--- config.mk ---
export PLATFORM = sky130hd
export DESIGN_NAME = game_seq_engine
export DESIGN_NICKNAME = d
export VERILOG_FILES = /design/src/rtl/game_seq_engine.sv
export SDC_FILE = /design/constraint.sdc
export NUM_CORES = 1
export LEC_CHECK = 0
export BUFFER_PORTS_ARGS = -buffer_cell sky130_fd_sc_hd__clkbuf_2
export CAP_MARGIN = 20
export CORE_MARGIN = 1.5
export CORE_UTILIZATION = 58
export DETAILED_ROUTE_END_ITERATION = 10
export GPL_TIMING_DRIVEN = 0
export PLACE_DENSITY = 0.86
export RECOVER_POWER = 50
export SLEW_MARGIN = 20
export SYNTH_ARGS = -nofsm -noshare
export SYNTH_HDL_FRONTEND = slang
export SYNTH_SLANG_ARGS = --single-unit
--- constraint.sdc ---
create_clock -name clk -period 4.7 [get_ports clk]
set_input_delay 0.47 -clock clk [delete_from_list [all_inputs] [get_ports clk]]
set_output_delay 0.47 -clock clk [all_outputs]
set_load 0.02 [all_outputs]
--- src/rtl/game_seq_engine.sv ---
// game_seq_engine: memory-game sequencer ("play the tune back").
// A pattern of notes is loaded, then played out note by note for rounds of
// growing length. After each playback the player must repeat the sequence on
// the keypad; a full correct repeat grows the sequence, a wrong key (or a
// key-wait timeout) costs a life and replays the round.
//
// Ports
//   clk, reset_n           clock, asynchronous active-low reset
//   load, pattern_in       pattern-load strobe and packed notes (note i at [i*NOTE_W +: NOTE_W])
//   start                  game-start strobe
//   key_valid, key_code    one-cycle key strobe and key value
//   note_out               registered note drive (0 = silence)
//   playing                high while a sequence is being played out
//   cur_len, lives_out     current round length, lives remaining
//   score                  rounds completed, saturating at 255
//   hit, miss              one-cycle result pulses for each judged key
//   game_win, game_over    sticky end-of-game flags
//   state_out              FSM state (IDLE=0 .. GAME_OVER=5)
module game_seq_engine #(
  parameter int NOTE_W        = 3,
  parameter int MAX_LEN       = 8,
  parameter int START_LEN     = 3,
  parameter int TICK_DIV      = 2500000,
  parameter int ON_TICKS      = 3,
  parameter int OFF_TICKS     = 1,
  parameter int LIVES         = 3,
  parameter int TIMEOUT_TICKS = 0
) (
  input  logic                              clk,
  input  logic                              reset_n,
  input  logic                              load,
  input  logic [MAX_LEN*NOTE_W-1:0]         pattern_in,
  input  logic                              start,
  input  logic                              key_valid,
  input  logic [NOTE_W-1:0]                 key_code,
  output logic [NOTE_W-1:0]                 note_out,
  output logic                              playing,
  output logic [$clog2(MAX_LEN+1)-1:0]      cur_len,
  output logic [$clog2(LIVES+1)-1:0]        lives_out,
  output logic [7:0]                        score,
  output logic                              hit,
  output logic                              miss,
  output logic                              game_win,
  output logic                              game_over,
  output logic [2:0]                        state_out
);

  localparam int LW    = $clog2(MAX_LEN+1);
  localparam int VW    = $clog2(LIVES+1);
  localparam int PW    = (TICK_DIV > 1) ? $clog2(TICK_DIV) : 1;
  localparam int MAXT0 = (ON_TICKS > OFF_TICKS) ? ON_TICKS : OFF_TICKS;
  localparam int MAXT  = (TIMEOUT_TICKS > MAXT0) ? TIMEOUT_TICKS : MAXT0;
  localparam int DW    = $clog2(MAXT+1);
  localparam int TO_M1 = (TIMEOUT_TICKS > 0) ? TIMEOUT_TICKS-1 : 0;

  typedef enum logic [2:0] {
    S_IDLE = 3'd0,
    S_ON   = 3'd1,
    S_OFF  = 3'd2,
    S_WAIT = 3'd3,
    S_WIN  = 3'd4,
    S_OVER = 3'd5
  } state_t;

  state_t                    state_q, state_d;
  logic [MAX_LEN*NOTE_W-1:0] pat_q, pat_d;
  logic                      loaded_q, loaded_d;
  logic [LW-1:0]             idx_q, idx_d;
  logic [LW-1:0]             len_q, len_d;
  logic [VW-1:0]             lives_q, lives_d;
  logic [7:0]                score_q, score_d;
  logic                      hit_q, hit_d, miss_q, miss_d;
  logic                      win_q, win_d, over_q, over_d;
  logic [NOTE_W-1:0]         note_q, note_d;
  logic [PW-1:0]             pre_q, pre_d;   // tick prescaler
  logic [DW-1:0]             dur_q, dur_d;   // ticks spent in the current state

  logic              tick, last, do_miss, restart;
  logic [NOTE_W-1:0] cur_note;

  assign tick     = (pre_q == PW'(TICK_DIV-1));
  assign cur_note = pat_q[int'(idx_q)*NOTE_W +: NOTE_W];
  assign last     = (idx_q == len_q - LW'(1));

  always_comb begin
    state_d  = state_q;
    pat_d    = pat_q;
    loaded_d = loaded_q;
    idx_d    = idx_q;
    len_d    = len_q;
    lives_d  = lives_q;
    score_d  = score_q;
    win_d    = win_q;
    over_d   = over_q;
    hit_d    = 1'b0;
    miss_d   = 1'b0;
    do_miss  = 1'b0;
    restart  = 1'b0;
    pre_d    = tick ? '0 : pre_q + PW'(1);
    dur_d    = dur_q;
    // Saturate so a long idle wait (timeout disabled) cannot wrap.
    if (tick && dur_q != '1) dur_d = dur_q + DW'(1);

    case (state_q)
      S_IDLE, S_WIN, S_OVER: begin
        if (load) begin
          pat_d    = pattern_in;
          loaded_d = 1'b1;
        end
        if (start && (loaded_q || load)) begin
          len_d   = LW'(START_LEN);
          lives_d = VW'(LIVES);
          score_d = '0;
          idx_d   = '0;
          win_d   = 1'b0;
          over_d  = 1'b0;
          state_d = S_ON;
        end
      end
      S_ON: begin
        if (tick && dur_q == DW'(ON_TICKS-1)) state_d = S_OFF;
      end
      S_OFF: begin
        if (tick && dur_q == DW'(OFF_TICKS-1)) begin
          if (last) begin
            idx_d   = '0;
            state_d = S_WAIT;
          end else begin
            idx_d   = idx_q + LW'(1);
            state_d = S_ON;
          end
        end
      end
      S_WAIT: begin
        if (key_valid) begin
          if (key_code == cur_note) begin
            hit_d   = 1'b1;
            restart = 1'b1;
            if (last) begin
              if (score_q != 8'hFF) score_d = score_q + 8'd1;
              if (len_q == LW'(MAX_LEN)) begin
                win_d   = 1'b1;
                state_d = S_WIN;
              end else begin
                len_d   = len_q + LW'(1);
                idx_d   = '0;
                state_d = S_ON;
              end
            end else begin
              idx_d = idx_q + LW'(1);
            end
          end else begin
            do_miss = 1'b1;
          end
        end else if (TIMEOUT_TICKS > 0 && tick && dur_q == DW'(TO_M1)) begin
          do_miss = 1'b1;
        end
        if (do_miss) begin
          miss_d = 1'b1;
          if (lives_q == VW'(1)) begin
            lives_d = '0;
            over_d  = 1'b1;
            state_d = S_OVER;
          end else begin
            lives_d = lives_q - VW'(1);
            idx_d   = '0;
            state_d = S_ON;
          end
        end
      end
      default: state_d = S_IDLE;
    endcase

    // Every state change (and every accepted key) starts timing afresh.
    if (state_d != state_q || restart) begin
      pre_d = '0;
      dur_d = '0;
    end

    // Note register follows the next state so the note sounds for the whole
    // PLAY_ON interval; the next pattern covers a same-cycle load+start.
    note_d = (state_d == S_ON) ? pat_d[int'(idx_d)*NOTE_W +: NOTE_W] : '0;
  end

  always_ff @(posedge clk or negedge reset_n) begin
    if (!reset_n) begin
      state_q  <= S_IDLE;
      pat_q    <= '0;
      loaded_q <= 1'b0;
      idx_q    <= '0;
      len_q    <= '0;
      lives_q  <= '0;
      score_q  <= '0;
      hit_q    <= 1'b0;
      miss_q   <= 1'b0;
      win_q    <= 1'b0;
      over_q   <= 1'b0;
      note_q   <= '0;
      pre_q    <= '0;
      dur_q    <= '0;
    end else begin
      state_q  <= state_d;
      pat_q    <= pat_d;
      loaded_q <= loaded_d;
      idx_q    <= idx_d;
      len_q    <= len_d;
      lives_q  <= lives_d;
      score_q  <= score_d;
      hit_q    <= hit_d;
      miss_q   <= miss_d;
      win_q    <= win_d;
      over_q   <= over_d;
      note_q   <= note_d;
      pre_q    <= pre_d;
      dur_q    <= dur_d;
    end
  end

  assign note_out  = note_q;
  assign playing   = (state_q == S_ON) || (state_q == S_OFF);
  assign cur_len   = len_q;
  assign lives_out = lives_q;
  assign score     = score_q;
  assign hit       = hit_q;
  assign miss      = miss_q;
  assign game_win  = win_q;
  assign game_over = over_q;
  assign state_out = state_q;

endmodule

==> metrics.md <==
| Metric | Value |
|---|---|
| Power per cell area | 414 mW/mm^2 |
| Via count | 3174 |
| Synth top cells by count | dfrtp_1, nor2_1, mux2_2 |
| Most common cell in the synthesized netlist | dfrtp_1 |
| Die Wd | 88.0 um |
| Final Hold Violating Endpoints | 0 |
| Flop2flop setup slack | 0.83 ns |
| R2R Path End | note_out[2] |
| Worst clock skew | 0.0133 ns |
| CTS HTree Levels | 3 |
| Clk_lat worst skew | 0.36 ns |
| Bufs on Longest Clock Path | 2 |
| Mapped cell area | 0.00419 mm^2 |
| Outcome | finished clean |
| Clock Sinks | 77 |
| Die ar. | 0.00774 mm^2 |
| Cell Area, Placed | 0.00462 mm^2 |
| Yosys cell types | 61 |
| Overall power | 1.99 mW |
| Minimum clock period | 3.87 ns |
| Largest cells by area after synthesis | dfrtp_1, mux2_2, nor2_1 |
| Setup violators final | 0 |
| Total track usage | 0.248 |
| Number of buffers added on ports | 56 |
| Non-filler cells, final | 557 |
| F_max | 258 MHz |
| Worst-path fanout max | 10 |
| Period Utilization, post-route | 0.824 |
| Top_reg_cell synth | dfrtp_1 |
| Initial antenna violation count | 0 |
| CTS tree | built |
| Post-synthesis async set-or-reset flop share | 1.00 |
| Hold Path Stages | 2 |
| Post-CTS Setup Inserts | 0 |
| Synth-to-Final Area Change | 14.7% |
| Routability Congestion | 0.853 |
| Post-Layout Inst Area | 0.00480 mm^2 |
| Largest net degree at the start of global routing | 54 |
| Hold worst-path end | pat_q[9] |
| Util after Layout | 0.699 |
| Setup TNS | 0 ns |
| WP buf/inv | 3 |
| 1st-iter DRT viols | 171 |
| Ant diodes | 0 |
| Wire length per cell | 15.7 um |
| Pre-antenna DRT Iters | 4 |
| First-pass GRT wire length | 14.6 mm |
| Core area | 0.00687 mm^2 |
| Synthesized flop and latch total | 77 |
| Fin. max-slew vios | 0 |
| Die Y | 88.0 um |
| Worst setup path class | reg -> reg |
| CP peak stage delay | 0.72 ns |
| CP required | 4.97 ns |
| Critical Path, Cell by Cell | buf_6 > mux4_2 > o22ai_2 > or3_2 > nand4_4 > o41ai_1 > a222oi_1 > buf_4 > buf_12 > mux2i_1 > mux4_1 > nor3_1 |
| RSZ-0062 raised after global routing | no |
| CP Data Arrival Time | 4.14 ns |
| Post-route ant nets | 0 |
| Max rail drop VDD | 234 uV |
| Post-synth net total | 430 |
| FF-to-FF Start | idx_q[0] |
| Area leader, netlist | dfrtp_1 |
| Yosys warnings | 0 |
| Vias per cell | 5.70 |
| Placed cells | 541 |
| Critical-path top delay cell | o41ai_1 |
| Worst-path clk slew | 0.09 ns |
| Sequential area share after synthesis | 0.460 |
| Min-delay worst type | in -> reg |
| Initial Util | 0.609 |
| CP Capture Type | register |
| Final wirelength | 8.77 mm |
| Hold path start | pattern_in[9] |
| Worst r2r path cells | 12 |
| CTS resizes | 0 |
| Setup crit start kind | register |
| Nets@finish | 498 |
| Hold buffers post-CTS | 0 |
| Max-cap viol count | 0 |
| DP HPWL | 6.60 mm |
| Vias in the first global route | 3171 |
| Syn Inst Count | 388 |
| Syn avg cell area | 10.8 um^2 |
| Core Rows | 30 |
| Number of synthesized flops with an enable pin | 0 |
| Drc violations | 0 |
| Cts bufs inserted | 9 |
| Delay-heaviest family, CP | multiplexers |
| Top-Level Pins | 57 |
| Root buffer cell | clkbuf_8 |
| Max-slew headroom | 0.0445 |
| Post-synth top area share | 0.460 |
| GRT overflow | 0 |
| Leakage | 2.22 nW |
| Layout cells sized above 1 | 0.223 |
| Worst slew pin tran | 1.43 ns |
sequential cells by signal, summed over array words and instances, names as in the netlist, 2 cells and up:
name and count:
lives_out 2, idx_q 4, state_out 3, note_out 3, score 8, pat_q 24
pre_q 22, dur_q 2, cur_len 4
metal layers:
layer / GRT usage / share of wire
met5: 0 / 0
met1: 0.329 / 0.45
met4: 0.0895 / 0.014
met2: 0.405 / 0.50
met3: 0.0490 / 0.039
cell families (layout without fill, tap and decap cells):
family | Yosys count | count (layout) | synth area share
AO/OA/AOI/OAI | 45 | 45 | 0.0756
XOR/XNOR | 38 | 38 | 0.0795
adder cells (fa/ha/maj) | 10 | 10 | 0.0299
buffers and inverters | 31 | 104 | 0.0377
flip-flops | 77 | 77 | 0.460
multiplexers | 49 | 49 | 0.146
AND/OR/NAND/NOR | 138 | 138 | 0.172
worst reg2reg max path, cell delays in order, from the launching register on:
cell and delay (ns):
dfrtp_1 0.38, buf_6 0.16, mux4_2 0.54, o22ai_2 0.20
or3_2 0.17, nand4_4 0.15, o41ai_1 0.72, a222oi_1 0.27
buf_4 0.22, buf_12 0.15, mux2i_1 0.14, mux4_1 0.55
nor3_1 0.17
area by class of cell:
class                      instances  area (um^2)
multi-input combinational        280         2100
timing repair buffer              57          292
buffer                            15         97.6
inverter                          16         60.1
clock inverter                     7         78.8
clock buffer                       9          124
fill                             514         2070
tap                               96          120
sequential                        77         1930
per-stage QoR:
stage / hold slack [ns] / setup WS, ns
finish: 0.356 / 0.827
global route: 0.345 / 0.602
CTS: 0.0476 / 0.851
detailed placement: 0.435 / 0.873
global placement: 0.450 / 0.958
floorplan: 0.174 / 1.42
report_power, final:
group	leakage [nW]	internal, mW	switching, mW
clock network	0.0929	0.251	0.267
registers	0.981	0.809	0.0980
logic	1.14	0.263	0.300
how the worst max path moves through the flow:
stage / start / to / slack, ns / depth (start not counted)
2_1_floorplan: idx_q[0] / note_out[0] / 1.42 / 12
3_3_place_gp: idx_q[0] / note_out[2] / 0.96 / 12
3_5_place_dp: idx_q[0] / note_out[2] / 0.87 / 12
4_1_cts: idx_q[0] / note_out[2] / 0.85 / 12
5_1_grt: idx_q[0] / note_out[2] / 0.60 / 12
6_report: idx_q[0] / note_out[2] / 0.83 / 12
layout by cell type, fill, tap and decap left out, types with 9 or more instances in the layout:
| cell | instances |
|---|---|
| nand2_1 | 17 |
| nand4_1 | 11 |
| mux2i_1 | 17 |
| mux2_2 | 26 |
| clkbuf_2 | 43 |
| o21ai_0 | 10 |
| clkbuf_8 | 9 |
| ha_1 | 10 |
| nor2_1 | 50 |
| inv_1 | 16 |
| nor3_1 | 9 |
| a21oi_1 | 10 |
| xor2_1 | 18 |
| clkbuf_1 | 21 |
| nand3_1 | 13 |
| dfrtp_1 | 77 |
| xnor2_1 | 20 |
Power figures use the tool's default switching activity.
